<file path="config.mk">
export PLATFORM = sky130hd
export DESIGN_NAME = display7seg_mux
export DESIGN_NICKNAME = d
export VERILOG_FILES = /design/src/rtl/display7seg_mux.sv
export SDC_FILE = /design/constraint.sdc
export NUM_CORES = 1
export LEC_CHECK = 0
export BUFFER_PORTS_ARGS = -buffer_cell sky130_fd_sc_hd__buf_4
export CORE_MARGIN = 3
export CORE_UTILIZATION = 30
export CTS_CLUSTER_SIZE = 12
export DETAILED_ROUTE_END_ITERATION = 6
export PLACE_DENSITY = 0.5
export SETUP_SLACK_MARGIN = 0.4
export SYNTH_ARGS = -nofsm -noshare
export SYNTH_HDL_FRONTEND = slang
export SYNTH_SLANG_ARGS = --single-unit
</file>
<file path="constraint.sdc">
create_clock -name clk -period 4.3 [get_ports clk]
set_input_delay 0.43 -clock clk [delete_from_list [all_inputs] [get_ports clk]]
set_output_delay 0.43 -clock clk [all_outputs]
set_load 0.005 [all_outputs]
</file>
<file path="src/rtl/display7seg_mux.sv">
// Multiplexed hex 7-segment driver. A prescaler walks a digit index across
// N_DIGITS time slots; each slot opens with a short all-off blank to kill
// ghosting. New content is double-buffered and only swapped in at the frame
// boundary, so a scan never mixes old and new digits.

// Per-digit decoder: hex nibble to active-low g..a, or all-off when suppressed.
module display7seg_digit (
  input  logic [3:0] i_hex,
  input  logic       i_supp,
  output logic [6:0] o_seg
);

  // Combinational hex decode with leading-zero blanking override
  always_comb begin
    o_seg = 7'b1111111;
    if (!i_supp) begin
      case (i_hex)
        4'h0: o_seg = 7'b1000000;
        4'h1: o_seg = 7'b1111001;
        4'h2: o_seg = 7'b0100100;
        4'h3: o_seg = 7'b0110000;
        4'h4: o_seg = 7'b0011001;
        4'h5: o_seg = 7'b0010010;
        4'h6: o_seg = 7'b0000010;
        4'h7: o_seg = 7'b1111000;
        4'h8: o_seg = 7'b0000000;
        4'h9: o_seg = 7'b0010000;
        4'hA: o_seg = 7'b0001000;
        4'hB: o_seg = 7'b0000011;
        4'hC: o_seg = 7'b1000110;
        4'hD: o_seg = 7'b0100001;
        4'hE: o_seg = 7'b0000110;
        default: o_seg = 7'b0001110;
      endcase
    end
  end

endmodule

module display7seg_mux #(
  parameter int N_DIGITS  = 4,
  parameter int PRESCALE  = 100000,
  parameter int BLANK_CYC = 2
) (
  input  logic                  clk,
  input  logic                  reset,
  input  logic [4*N_DIGITS-1:0] value,
  input  logic [N_DIGITS-1:0]   dp,
  input  logic                  lz_en,
  input  logic                  load,
  output logic [6:0]            seg,
  output logic                  dp_n,
  output logic [N_DIGITS-1:0]   an,
  output logic                  frame_done
);

  localparam int CW = (PRESCALE > 1) ? $clog2(PRESCALE) : 1;
  localparam int IW = (N_DIGITS > 1) ? $clog2(N_DIGITS) : 1;
  localparam logic [CW-1:0] CNT_LAST = CW'(PRESCALE - 1);
  localparam logic [CW-1:0] BLANK_V  = CW'(BLANK_CYC);
  localparam logic [IW-1:0] IDX_LAST = IW'(N_DIGITS - 1);

  // Scan position
  logic [CW-1:0]              r_cnt;
  logic [IW-1:0]              r_idx;

  // Shadow (staged by load) and active (being displayed) buffers
  logic [N_DIGITS-1:0][3:0]   r_sh_val;
  logic [N_DIGITS-1:0]        r_sh_dp;
  logic                       r_sh_lz;
  logic                       r_pending;
  logic [N_DIGITS-1:0][3:0]   r_act_val;
  logic [N_DIGITS-1:0]        r_act_dp;
  logic                       r_act_lz;

  logic                       w_tick;
  logic                       w_frame;
  logic                       w_blank;
  logic [N_DIGITS-1:0][3:0]   w_val;
  logic [N_DIGITS-1:0]        w_allz;
  logic [N_DIGITS-1:0]        w_supp;
  logic [N_DIGITS-1:0][6:0]   w_dseg;
  logic [N_DIGITS-1:0]        w_an;

  assign w_val   = value;
  assign w_tick  = (r_cnt == CNT_LAST);
  assign w_frame = w_tick && (r_idx == IDX_LAST);
  assign w_blank = (r_cnt < BLANK_V);

  // w_allz[i]: active digits N_DIGITS-1 down to i are all zero
  always_comb begin
    w_allz = '0;
    w_allz[N_DIGITS-1] = (r_act_val[N_DIGITS-1] == 4'd0);
    for (int i = N_DIGITS - 2; i >= 0; i--)
      w_allz[i] = w_allz[i+1] && (r_act_val[i] == 4'd0);
  end

  // One decoder per digit; digit 0 is never blanked so a zero value still shows "0"
  for (genvar g = 0; g < N_DIGITS; g++) begin : g_dig
    if (g == 0) begin : g_d0
      assign w_supp[g] = 1'b0;
    end else begin : g_dn
      assign w_supp[g] = r_act_lz && w_allz[g];
    end
    display7seg_digit u_dig (
      .i_hex  (r_act_val[g]),
      .i_supp (w_supp[g]),
      .o_seg  (w_dseg[g])
    );
  end

  // One-hot-low anode select for the current slot
  always_comb begin
    w_an = '1;
    w_an[r_idx] = 1'b0;
  end

  // Prescaler, digit index and shadow/active buffering
  always_ff @(posedge clk) begin
    if (reset) begin
      r_cnt     <= '0;
      r_idx     <= '0;
      r_sh_val  <= '0;
      r_sh_dp   <= '0;
      r_sh_lz   <= 1'b0;
      r_pending <= 1'b0;
      r_act_val <= '0;
      r_act_dp  <= '0;
      r_act_lz  <= 1'b0;
    end else begin
      r_cnt <= w_tick ? '0 : r_cnt + 1'b1;
      if (w_tick)
        r_idx <= (r_idx == IDX_LAST) ? '0 : r_idx + 1'b1;
      if (load) begin
        r_sh_val <= w_val;
        r_sh_dp  <= dp;
        r_sh_lz  <= lz_en;
      end
      if (w_frame) begin
        // A load landing on the boundary bypasses the shadow so it shows at once
        if (load) begin
          r_act_val <= w_val;
          r_act_dp  <= dp;
          r_act_lz  <= lz_en;
        end else if (r_pending) begin
          r_act_val <= r_sh_val;
          r_act_dp  <= r_sh_dp;
          r_act_lz  <= r_sh_lz;
        end
        r_pending <= 1'b0;
      end else if (load) begin
        r_pending <= 1'b1;
      end
    end
  end

  // Registered display outputs, one cycle behind the scan state
  always_ff @(posedge clk) begin
    if (reset) begin
      an         <= '1;
      seg        <= 7'b1111111;
      dp_n       <= 1'b1;
      frame_done <= 1'b0;
    end else begin
      frame_done <= w_frame;
      if (w_blank) begin
        an   <= '1;
        seg  <= 7'b1111111;
        dp_n <= 1'b1;
      end else begin
        an   <= w_an;
        seg  <= w_dseg[r_idx];
        dp_n <= ~r_act_dp[r_idx];
      end
    end
  end

endmodule

</file>
# Word-level counts from Yosys, hierarchy flattened
# Memories as Yosys holds them, arrays and structs flattened. A register that Yosys moved wholly into a read port is not among the register bits.
# Cells that the tools add are included.
[op_classes] add_sub_neg=2 order_cmp=3 eq_ne=2 mux=24 bitwise_logic=2 reduce_logical=15
[ops] operator="4-bit two-way mux" count=10
[ops] operator="16-bit two-way mux" count=2
[ops] operator="7-bit two-way mux" count=4
[ops] operator="17-bit by 1-bit adder with 17-bit output, second input constant" count=1
[ops] operator="17-bit equality test, second input constant" count=1
[ops] operator="17-bit by 2-bit < comparator with 1-bit output, second input constant" count=1
[ops] operator="7-bit binary-select mux with 2-bit select" count=1
[ops] operator="4-bit logical NOT" count=3
[ops] operator="1-bit logical AND" count=7
[ops] operator="2-bit OR reduction" count=3
[ops] operator="1-bit two-way mux" count=4
[ops] operator="4-bit inverter" count=1
[ops] operator="2-bit by 3-bit < comparator with 1-bit output, second input constant" count=1
[ops] operator="2-bit by 1-bit adder with 2-bit output, second input constant" count=1
[ops] operator="1-bit binary-select mux with 2-bit select" count=1
[ops] operator="1-bit demux with 2-bit select" count=1
[ops] operator="2-bit equality test, second input constant" count=1
[ops] operator="2-bit by 1-bit >= comparator with 1-bit output, second input constant" count=1
[ops] operator="2-bit two-way mux" count=1
[ops] operator="2-bit AND reduction" count=1
[ops] operator="2-bit nonzero test" count=1
[ops] operator="1-bit inverter" count=1
[word_totals] regBits=75 mem_bits_ro=448 word_cells=71 memories=4
[mem_list] memory="(name not given)" words=16 word_bits=7 read_ports=1 rd_ports_with_merged_regs=1 write_ports=0 line_no="17" source="case (i_hex)"
[mem_list] memory="(name not given)" words=16 word_bits=7 read_ports=1 rd_ports_with_merged_regs=1 write_ports=0 line_no="17"
[mem_list] memory="(name not given)" words=16 word_bits=7 read_ports=1 rd_ports_with_merged_regs=1 write_ports=0 line_no="17"
[mem_list] memory="(name not given)" words=16 word_bits=7 read_ports=1 rd_ports_with_merged_regs=1 write_ports=0 line_no="17"

# Longest topological paths before layout
# Gate-level depths: netlist (run 1).
[logic_depth] word_depth=7 ltp_mapped=13 depth_no_buf=12

# Modules after synthesis
# A second synthesis (run 1) with hierarchy kept.
[hier_totals] hier_cells=438 hier_area_um2=4291.6
[modules_own_cells] module="display7seg_mux" n_inst=1 cells_each=297 area_each_um2=3105.5
[modules_own_cells] module="display7seg_digit (g_dig[3].u_dig)" n_inst=1 cells_each=35 area_each_um2=299.0
[modules_own_cells] module="display7seg_digit (g_dig[2].u_dig)" n_inst=1 cells_each=35 area_each_um2=297.8
[modules_own_cells] module="display7seg_digit (g_dig[1].u_dig)" n_inst=1 cells_each=35 area_each_um2=295.3
[modules_own_cells] module="display7seg_digit (g_dig[0].u_dig)" n_inst=1 cells_each=36 area_each_um2=294.0

# Worst setup path after synthesis (run 1)
# Ideal clock, no wire load.
[synth_timing] path_kind="flip-flop to flip-flop" startpoint="register r_cnt[13]" endpoint="register with a tool-made name" setup_time_ns=0.122 arrival_ns=3.168 required_time_ns=4.178 slack_ns=1.010 stages_incl_launch_ff=12 cell_sequence="dfxtp_1 > or4_4 > or4_1 > buf_2 > clkbuf_1 > nor2_1 > buf_2 > a21o_1 > inv_1 > ha_1 > nor3b_1 > a221o_1"
[synth_rtl] item="start: declaration" line_no="64" source="logic [CW-1:0] r_cnt;"
[synth_rtl] item="start signal: assignment" line_no="131" source="r_cnt <= w_tick ? '0 : r_cnt + 1'b1;"

==> out/metrics.cfg, run 1 <==
[synth]
synth_compound_area_share_pct = 17.0
synth_ff_type = dfxtp_1
syn_area_um2 = 4910
synth_fa_ha_area_share_pct = 7.39
ys_seq_elements = 103
ys_seq_area_share_pct = 42.0
synth_edf_count = 0
synth_largest_area_cell = dfxtp_1
synth_xor_area_share_pct = 3.21
synth.avg_cell_area_um2 = 8.72
async_reset_ff_share_pct = 0
synth-simple-area-share_pct = 18.9
syn-num-nets = 616
synthTopCellsByArea = dfxtp_1 42%, ha_1 7.4%, nor2_1 6.0%
yosys.area.top_type_share_pct = 42.0
synth_top_family_by_area = simple AND/OR/NAND/NOR gates
synth.distinct_cells = 57
synthMuxAreaShare_pct = 6.37
yosys_warnings = 0
postSynthCellCount = 563

[grt]
grt_pass1_wl_um = 20600
grt-ovfl-total = 0
grt_pass1_vias = 3999
grt_max_degree = 41
track_usage_pct = 14.5
grt_antenna_before_repair = 0

[outcome]
status = finished clean

[sta]
fin_skew_ns = 0.00907
finalHoldViolCount = 0
finalSetupViolations = 0
fin_tns_setup_ns = 0
rsz0062_at_grt = no
worstMarginPinSlew_ns = 1.02
max-slew-margin-rel_pct = 31.4
post-route-period-util_pct = 81.7
final_max_slew_viol_count = 0
fin_crit_ns = 3.51
fmax_ghz = 0.285

[placed_design]
dp_hpwl_um = 9290
place.gp.congestion = 0.816
port-buffer-count = 36
place_inst = 795

[pwr]
pwr-share-comb_pct = 5.3
power_density_nw_per_um2 = 341
ir_worst_vdd_uv = 192
p_switching_uw = 413
total_power_uw = 1960
swShare_pct = 21.1
seqPwrFrac_pct = 50.3
power.leakage_uw = 0.00241
p_int_uw = 1540
clkPwrFrac_pct = 44.5

[critical_path]
max_stage_delay_ns = 0.49
cp_max_fo = 15
cp.arrival_ns = 3.75
critPathLaunchType = register
end_kind = register
criticalPathCategory = reg -> reg
regToRegSetupSlack_ns = 0.79
slowest_stage = dfxtp_1
cp_cell_sequence = ha_1 > o21ai_0 > nor3_1 > nand2_1 > buf_4 > o21ai_0 > inv_1 > ha_1 > inv_1 > a32oi_1 > a22oi_1 > a31o_2
crit_required_ns = 4.54

[min_path]
worstHoldPathType = in -> reg

[route]
via_per_inst = 5.08
drtIter0Drc = 292
wl_met3_um = 499
dr_wl_met2_um = 5720
highest_layer = met4
routedWlPerCell_um = 15.7
ant_nets = 0
via_count = 4111
drt_pass1_iterations = 4
route.detailed.drc = 0
wl_met1_um = 6070
wl_um = 12700

[clock_network]
cts_num_sinks = 103
htreeDepth = 3
ctsLongestPathBuffers = 2
clkTransAtPathRegs_ns = 0.06
cts_resized = 0
cts_tree = done
cts_root_buf = clkbuf_16
cts_buffers = 9
cts_hold_buf = 0
post_cts.repair.setup_buffers = 0
clk_latency_ns = 0.35

[finish]
stdcell_count = 810
fillCellCount = 1642
drive_above_1_share_pct = 11.4
mostFrequentLayoutCells = 103 x dfxtp_1, 79 x nor2_1, 45 x buf_4, 34 x inv_1, 32 x a21oi_1
fin_nets = 643
diodes = 0
final_core_util_pct = 35.9
synthToLayoutAreaGrowth_pct = 16.6
final_common_cell = dfxtp_1

[floorplan]
die_x_um = 134
coreArea_um2 = 15900
die_h_um = 134
num_rows = 46
start_util_pct = 30.8
die-area_um2 = 17900
io_pins = 37

[run]
maxCapViolCount = 0

## path summary, 6_finish.rpt
| check | from | end | cells past startpoint |
|---|---|---|---|
| worst max-delay path | r_idx[1]$_SDFFE_PP0N_ | register | 12 |
| worst min-delay path | dp[0] | r_sh_dp[0]$_SDFFE_PP0P_ | 3 |
| worst max register to register | r_idx[1]$_SDFFE_PP0N_ | register | 12 |
| worst min register to register | r_cnt[0]$_SDFF_PP0_ | r_cnt[0]$_SDFF_PP0_ | 1 |
## worst max-delay path, delay by kind of cell, from the launching register on
family	cells	cell delay, ns
simple gates	2	0.61
flops	1	0.49
compound gates	5	1.18
fa+ha+maj	2	0.68
buf+inv	3	0.45
## area by class of cell
class	instances	area (um^2)	share of cell area, %
flip-flops and latches	103	2060	36.0
inverters	37	139	2.42
multi-input cells	394	2610	45.5
clock buffers	12	246	4.30
well taps	216	270	4.72
clock inverters	3	67.6	1.18
repair buffers	45	338	5.90
## cell families (layout without fill, tap and decap cells)
| logic type | after synthesis | in the layout |
|---|---|---|
| and+or+nand+nor | 192 | 192 |
| xor gates and xnor gates | 18 | 18 |
| DFF | 103 | 103 |
| muxes | 30 | 30 |
| AOI/OAI and AO/OA | 125 | 125 |
| buffers and inverters | 66 | 97 |
| adders and majority gates | 29 | 29 |
## through the flow
stage	hold slack [ns]	instance area (um^2)	worst slack, ns
final	0.338	5730	0.785
after global placement	0.436	5410	0.851
after CTS	0.325	5720	0.715
after detailed placement	0.457	5410	0.742
after floorplan	0.426	4910	1.01
after global routing	0.353	5730	0.425
## layer usage
metal | track usage (%) | vias to the layer above
met3 | 3.38 | 26
li1 | - | 2051
met4 | 6.97 | 0
met5 | 0 | -
met2 | 23.2 | 90
met1 | 18.6 | 1944
## cell usage after synthesis, drive strengths merged (4+ instances only)
library cell    n
o32ai           5
nand2          30
and2            4
clkbuf         24
inv            35
a21oi          32
a211oi          5
nand3          19
o211ai          5
nor4           12
o21ai          13
a32oi           4
dfxtp         103
or2             4
nand4           6
ha             29
xnor2           7
buf             5
o31ai           4
mux2i          29
or4             7
nor2           80
nand3b          4
o22ai          18
nor3            8
a21o           10
xor2           11
and3            7
a31oi           5
## power groups by stage
stage	Sequential, uW	Combinational [uW]	Clock, uW
2_1_floorplan	1000	56.8	0
5_1_grt	985	114	927
6_report	983	103	870
3_3_place_gp	1000	103	0
4_1_cts	983	104	898
3_5_place_dp	1010	103	0
No activity file was read; power rests on OpenSTA's default activity.
==> inputs of run 2 (changes only) <==
--- a/config.mk
+++ b/config.mk
@@ -10,7 +10,7 @@
 export CORE_UTILIZATION = 30
 export CTS_CLUSTER_SIZE = 12
 export DETAILED_ROUTE_END_ITERATION = 6
-export PLACE_DENSITY = 0.5
+export PLACE_DENSITY = 0.51
 export SETUP_SLACK_MARGIN = 0.4
 export SYNTH_ARGS = -nofsm -noshare
 export SYNTH_HDL_FRONTEND = slang
==> constraint.sdc (replaced) <==
create_clock -name clk -period 2.87 [get_ports clk]
set_input_delay 0.287 -clock clk [delete_from_list [all_inputs] [get_ports clk]]
set_output_delay 0.287 -clock clk [all_outputs]
set_load 0.005 [all_outputs]
==> run 2 against run 1 <==
Effect of this change: total power grew 52%; combinational power rose by 53%; design area is 17% higher; critical path depth down 4; sequential share of layout area shrank 5.3 points; via count up 7.5%; wire length increased by 7.8%; clock skew fell by 0.0031 ns; hold slack worse by 0.14 ns.
==> out/metrics.cfg, run 2 (synthesized netlist as in run 1, its figures left out) <==
[floorplan]
num_rows = 46  ; unchanged
io_pins = 37  ; unchanged
start_util_pct = 30.8  ; unchanged
coreArea_um2 = 15900  ; unchanged
die_x_um = 134  ; unchanged
die_h_um = 134  ; unchanged
die-area_um2 = 17900  ; unchanged

[critical_path]
rr_worst_depth = 8  ; -4
reg2reg_from = r_cnt[13]$_SDFF_PP0_
critPathLaunchType = register
crit_required_ns = 3.11  ; -1.43 ns
regToRegSetupSlack_ns = 0.01  ; -0.77 ns
end_kind = register
cp_max_fo = 7  ; -8
criticalPathCategory = reg -> reg
cp.arrival_ns = 3.10  ; -0.65 ns

[finish]
stdcell_count = 882  ; +8.9%
drive_above_1_share_pct = 29.6  ; +18 points
final_core_util_pct = 42.2  ; +6.2 points
diodes = 0  ; unchanged
synthToLayoutAreaGrowth_pct = 36.9
mostFrequentLayoutCells = 106 x buf_4, 102 x dfxtp_1, 77 x nor2_1, 30 x nand2_1, 29 x mux2i_1
final_common_cell = buf_4
fin_nets = 714  ; +11%
final_cell_area_um2 = 6720  ; +17%

[grt]
track_usage_pct = 15.3  ; +0.70 points
use_met2_pct = 25.1  ; +1.9 points
use_met1_pct = 20.1  ; +1.5 points
grt_pass1_vias = 4306  ; +7.7%
use_met3_pct = 2.74  ; -0.64 points
grt_antenna_before_repair = 0  ; unchanged
grt_pass1_wl_um = 21900  ; +6.4%
grt-ovfl-total = 0  ; unchanged
busiest_layer = met2
grt_max_degree = 35  ; -15%

[route]
drt_pass1_iterations = 4  ; unchanged
ant_nets = 0  ; unchanged
routedWlPerCell_um = 15.5  ; -0.98%
via_per_inst = 5.01  ; -1.3%
route.detailed.drc = 0  ; unchanged
drtIter0Drc = 211  ; -28%
via_count = 4418  ; +7.5%
wl_um = 13700  ; +7.8%

[sta]
setup_slack_ns = 0.0124  ; -0.773 ns
fin_skew_ns = 0.00599  ; -0.00307 ns
rsz0062_at_grt = yes
fin_crit_ns = 2.86  ; -0.657 ns
worstMarginPinSlew_ns = 0.668  ; -0.354 ns
final_max_slew_viol_count = 0  ; unchanged
fin_tns_setup_ns = 0  ; unchanged
finalHoldViolCount = 0  ; unchanged
max-slew-margin-rel_pct = 55.0  ; +24 points
post-route-period-util_pct = 99.6  ; +18 points
finalSetupViolations = 0  ; unchanged
fmax_ghz = 0.350  ; +23%

[pwr]
power_density_nw_per_um2 = 442  ; +30%
ir_worst_vdd_uv = 269  ; +40%
power.leakage_uw = 0.00285  ; +18%

[clock_network]
cts_num_sinks = 103  ; unchanged
ctsLongestPathBuffers = 2  ; unchanged
cts_root_buf = clkbuf_16
clk_latency_ns = 0.35  ; about the same
cts_buffers = 9  ; unchanged
clkTransAtPathRegs_ns = 0.07  ; about the same
cts_hold_buf = 0  ; unchanged
htreeDepth = 3  ; unchanged
cts_tree = done

[min_path]
hold_depth = 3  ; unchanged
hp-start = dp[3]
min_to = r_sh_dp[3]$_SDFFE_PP0P_
worstHoldPathType = in -> reg

[run]
maxCapViolCount = 0  ; unchanged

[placed_design]
postPlaceCellArea_um2 = 5920  ; +9.5%
preCtsSetupSlack_ns = -0.0686  ; -0.811 ns
place.gp.congestion = 0.862  ; +5.6%
port-buffer-count = 36  ; unchanged
dp_hpwl_um = 9980  ; +7.4%
place_inst = 855  ; +7.5%

[outcome]
status = finished clean

run 2: cell type report:
cell class / count / area (um^2)
fill: 1574 / 9220
multi-input combinational: 394 / 2980
sequential: 103 / 2060
timing repair buffer: 116 / 921
tap: 216 / 270
clock buffer: 11 / 243
inverter: 37 / 159
clock inverter: 5 / 81.3
run 2: worst max path at each step:
stage | startpoint | to | slack [ns]
after floorplan | r_cnt[13]$_SDFF_PP0_ | register | -0.04
after global placement | r_cnt[13]$_SDFF_PP0_ | register | -0.02
after detailed placement | r_cnt[13]$_SDFF_PP0_ | register | -0.07
after CTS | r_cnt[11]$_SDFF_PP0_ | register | 0.03
after global routing | r_cnt[13]$_SDFF_PP0_ | register | -0.09
final | r_cnt[13]$_SDFF_PP0_ | register | 0.01
run 2: critical path: stages, from the launching register on:
cell,delay (ns)
dfxtp_2,0.33
or4_4,0.56
or4_4,0.58
buf_4,0.17
or4_4,0.53
and2_4,0.20
inv_6,0.08
mux2i_1,0.20
o22ai_1,0.10
run 2: through the flow:
| stage | total power (uW) | hold slack, ns |
|---|---|---|
| after floorplan | 1590 | 0.378 |
| after global placement | 1660 | 0.440 |
| after detailed placement | 1660 | 0.460 |
| after CTS | 3000 | 0.199 |
| after global routing | 3080 | 0.228 |
| final | 2970 | 0.198 |
run 2: where the power goes:
part	switching (uW)	total [uW]	internal (uW)
Sequential	12.7	1470	1460
Clock	553	1340	789
Combinational	88.0	158	70.2
Total	654	2970	2320
run 2: repair_timing:
action	in CTS	in global routing
gates cloned	0	0
pin swaps	14	23
gates resized for setup	20	57
setup buffers	7	4
endpoints found under the setup margin	30	36
run 2: per-layer routing:
metal  up-vias  wire length, um
met5         -                0
met4         0              247
met3        18              433
met2        86             6560
met1      2117             6430
li1       2197                -
==> inputs of run 3 (changes only) <==
--- a/config.mk
+++ b/config.mk
@@ -7,10 +7,10 @@
 export LEC_CHECK = 0
 export BUFFER_PORTS_ARGS = -buffer_cell sky130_fd_sc_hd__buf_4
 export CORE_MARGIN = 3
-export CORE_UTILIZATION = 30
+export CORE_UTILIZATION = 35
 export CTS_CLUSTER_SIZE = 12
 export DETAILED_ROUTE_END_ITERATION = 6
-export PLACE_DENSITY = 0.51
+export PLACE_DENSITY = 0.57
 export SETUP_SLACK_MARGIN = 0.4
 export SYNTH_ARGS = -nofsm -noshare
 export SYNTH_HDL_FRONTEND = slang
==> run 3 against run 2 <==
Effect of this change: maximum frequency grew 0.45%; global-route usage grew 2.5 points; count of clock-buffer cells in the layout grew 1; hold slack worse by 0.0042 ns; sequential share of layout area decreased by 1.6 points; die area fell by 14%; clock skew up 0.0039 ns; critical path type unchanged; largest power group unchanged.
==> out/metrics.cfg, run 3 (synthesized netlist as in run 1, its figures left out) <==
[critical_path]
critPathLaunchType = register
criticalPathCategory = reg -> reg
crit_required_ns = 3.12  ; about the same
cp_max_fo = 3  ; -4
cp.arrival_ns = 3.10  ; about the same
end_kind = register
slowest_stage = or4_4
max_stage_delay_ns = 0.55  ; -0.03 ns
cp_cell_sequence = or4_4 > or4_4 > or4_1 > or4_1 > o211a_1 > a221o_1
crit_buf_inv = 0  ; -2
critical-path-top-delay-family = simple AND/OR/NAND/NOR gates

[route]
via_per_inst = 5.24  ; +4.6%
ant_nets = 0  ; unchanged
routedWlPerCell_um = 16.7  ; +7.6%
drt_pass1_iterations = 4  ; unchanged
via_count = 4464  ; +1.0%
route.detailed.drc = 0  ; unchanged
wl_um = 14200  ; +4.0%
drtIter0Drc = 244  ; +16%

[clock_network]
cts_buffers = 9  ; unchanged
cts_hold_buf = 0  ; unchanged
ctsLongestPathBuffers = 2  ; unchanged
cts_tree = done
clkTransAtPathRegs_ns = 0.07  ; about the same
clk_latency_ns = 0.36  ; about the same
htreeDepth = 3  ; unchanged
cts_num_sinks = 103  ; unchanged
cts_root_buf = clkbuf_16

[grt]
grt_pass1_wl_um = 22200  ; +1.3%
grt_antenna_before_repair = 0  ; unchanged
grt-ovfl-total = 0  ; unchanged
grt_max_degree = 35  ; unchanged
track_usage_pct = 17.7  ; +2.5 points
grt_pass1_vias = 4367  ; +1.4%

[finish]
diodes = 0  ; unchanged
synthToLayoutAreaGrowth_pct = 44.5
stdcell_count = 852  ; -3.4%
drive_above_1_share_pct = 35.2  ; +5.6 points
final_core_util_pct = 52.5  ; +10 points
fillCellCount = 1200  ; -24%
mostFrequentLayoutCells = 102 x dfxtp_1, 97 x buf_4, 77 x nor2_1, 29 x mux2i_1, 28 x nand2_1
fin_nets = 725  ; +1.5%
final_common_cell = dfxtp_1

[sta]
fin_skew_ns = 0.00989  ; +0.00390 ns
worstMarginPinSlew_ns = 0.663  ; -0.00567 ns
finalHoldViolCount = 0  ; unchanged
max-slew-margin-rel_pct = 55.6  ; +0.64 points
post-route-period-util_pct = 99.1  ; -0.44 points
fmax_ghz = 0.352  ; +0.45%
fin_crit_ns = 2.84  ; -0.0127 ns
final_max_slew_viol_count = 0  ; unchanged
fin_tns_setup_ns = 0  ; unchanged
finalSetupViolations = 0  ; unchanged
rsz0062_at_grt = yes

[placed_design]
port-buffer-count = 36  ; unchanged
place_inst = 799  ; -6.5%
dp_hpwl_um = 9550  ; -4.3%
place.gp.congestion = 0.871  ; +1.0%

[outcome]
status = finished clean

[floorplan]
start_util_pct = 36.4  ; +5.6 points
die-area_um2 = 15500  ; -14%
die_x_um = 124  ; -7.1%
coreArea_um2 = 13500  ; -15%
die_h_um = 124  ; -7.1%
io_pins = 37  ; unchanged
num_rows = 42  ; -8.7%

[pwr]
ir_worst_vdd_uv = 347  ; +29%
power.leakage_uw = 0.00295  ; +3.8%
total_power_uw = 2880  ; -3.0%
power_density_nw_per_um2 = 406  ; -8.1%

[run]
maxCapViolCount = 0  ; unchanged

[min_path]
worstHoldPathType = in -> reg

run 3: cell types whose count changed in the layout (fill, tap and decap cells not counted), sizes merged:
cell and delta:
buf +11, clkbuf +1, inv -2
run 3: path summary, 6_finish.rpt:
path	start	to	slack, ns	cells after the start
hold reg to reg	r_cnt[0]$_SDFF_PP0_	r_cnt[0]$_SDFF_PP0_	0.46	1
setup reg to reg	r_cnt[13]$_SDFF_PP0_	register	0.03	6
setup / recovery	r_cnt[13]$_SDFF_PP0_	register	0.03	6
hold / removal	dp[3]	r_sh_dp[3]$_SDFFE_PP0P_	0.19	3
run 3: area by class of cell:
cell class                 instances  area, um^2  share of cell area, %
timing repair buffer             127        1100                   15.5
clock buffer                      12         256                   3.61
inverter                          37         176                   2.49
tap                              176         220                   3.10
sequential                       103        2060                   29.1
clock inverter                     3        42.5                  0.599
multi-input combinational        394        3240                   45.6
run 3: worst min-delay path, stage by stage:
cell and delay, ns:
buf_4 0.08, mux2i_1 0.07, nor2_1 0.08
run 3: stage by stage:
stage	hold slack (ns)	area [um^2]	worst slack [ns]
3_5_place_dp	0.448	5760	-0.0442
4_1_cts	0.187	6700	0.0397
5_1_grt	0.215	7100	-0.0377
6_report	0.194	7100	0.0251
3_3_place_gp	0.441	5760	0.000503
2_1_floorplan	0.378	5000	-0.0352
run 3: repair_timing:
item                                    CTS  global route
endpoints found under the setup margin   30            32
resized for setup                        79            57
setup buffers                            28            10
pin swaps                                32            26
run 3: metal layers:
metal	GRT usage [%]	vias up	wire length (um)
met5	0	-	0
met4	8.70	0	468
li1	-	2220	-
met2	28.5	109	6730
met3	3.77	32	542
met1	22.5	2103	6480
run 3: where the power goes:
part | switching (uW) | internal (uW)
Clock | 528 | 718
Sequential | 13.2 | 1460
Combinational | 92.1 | 71.7
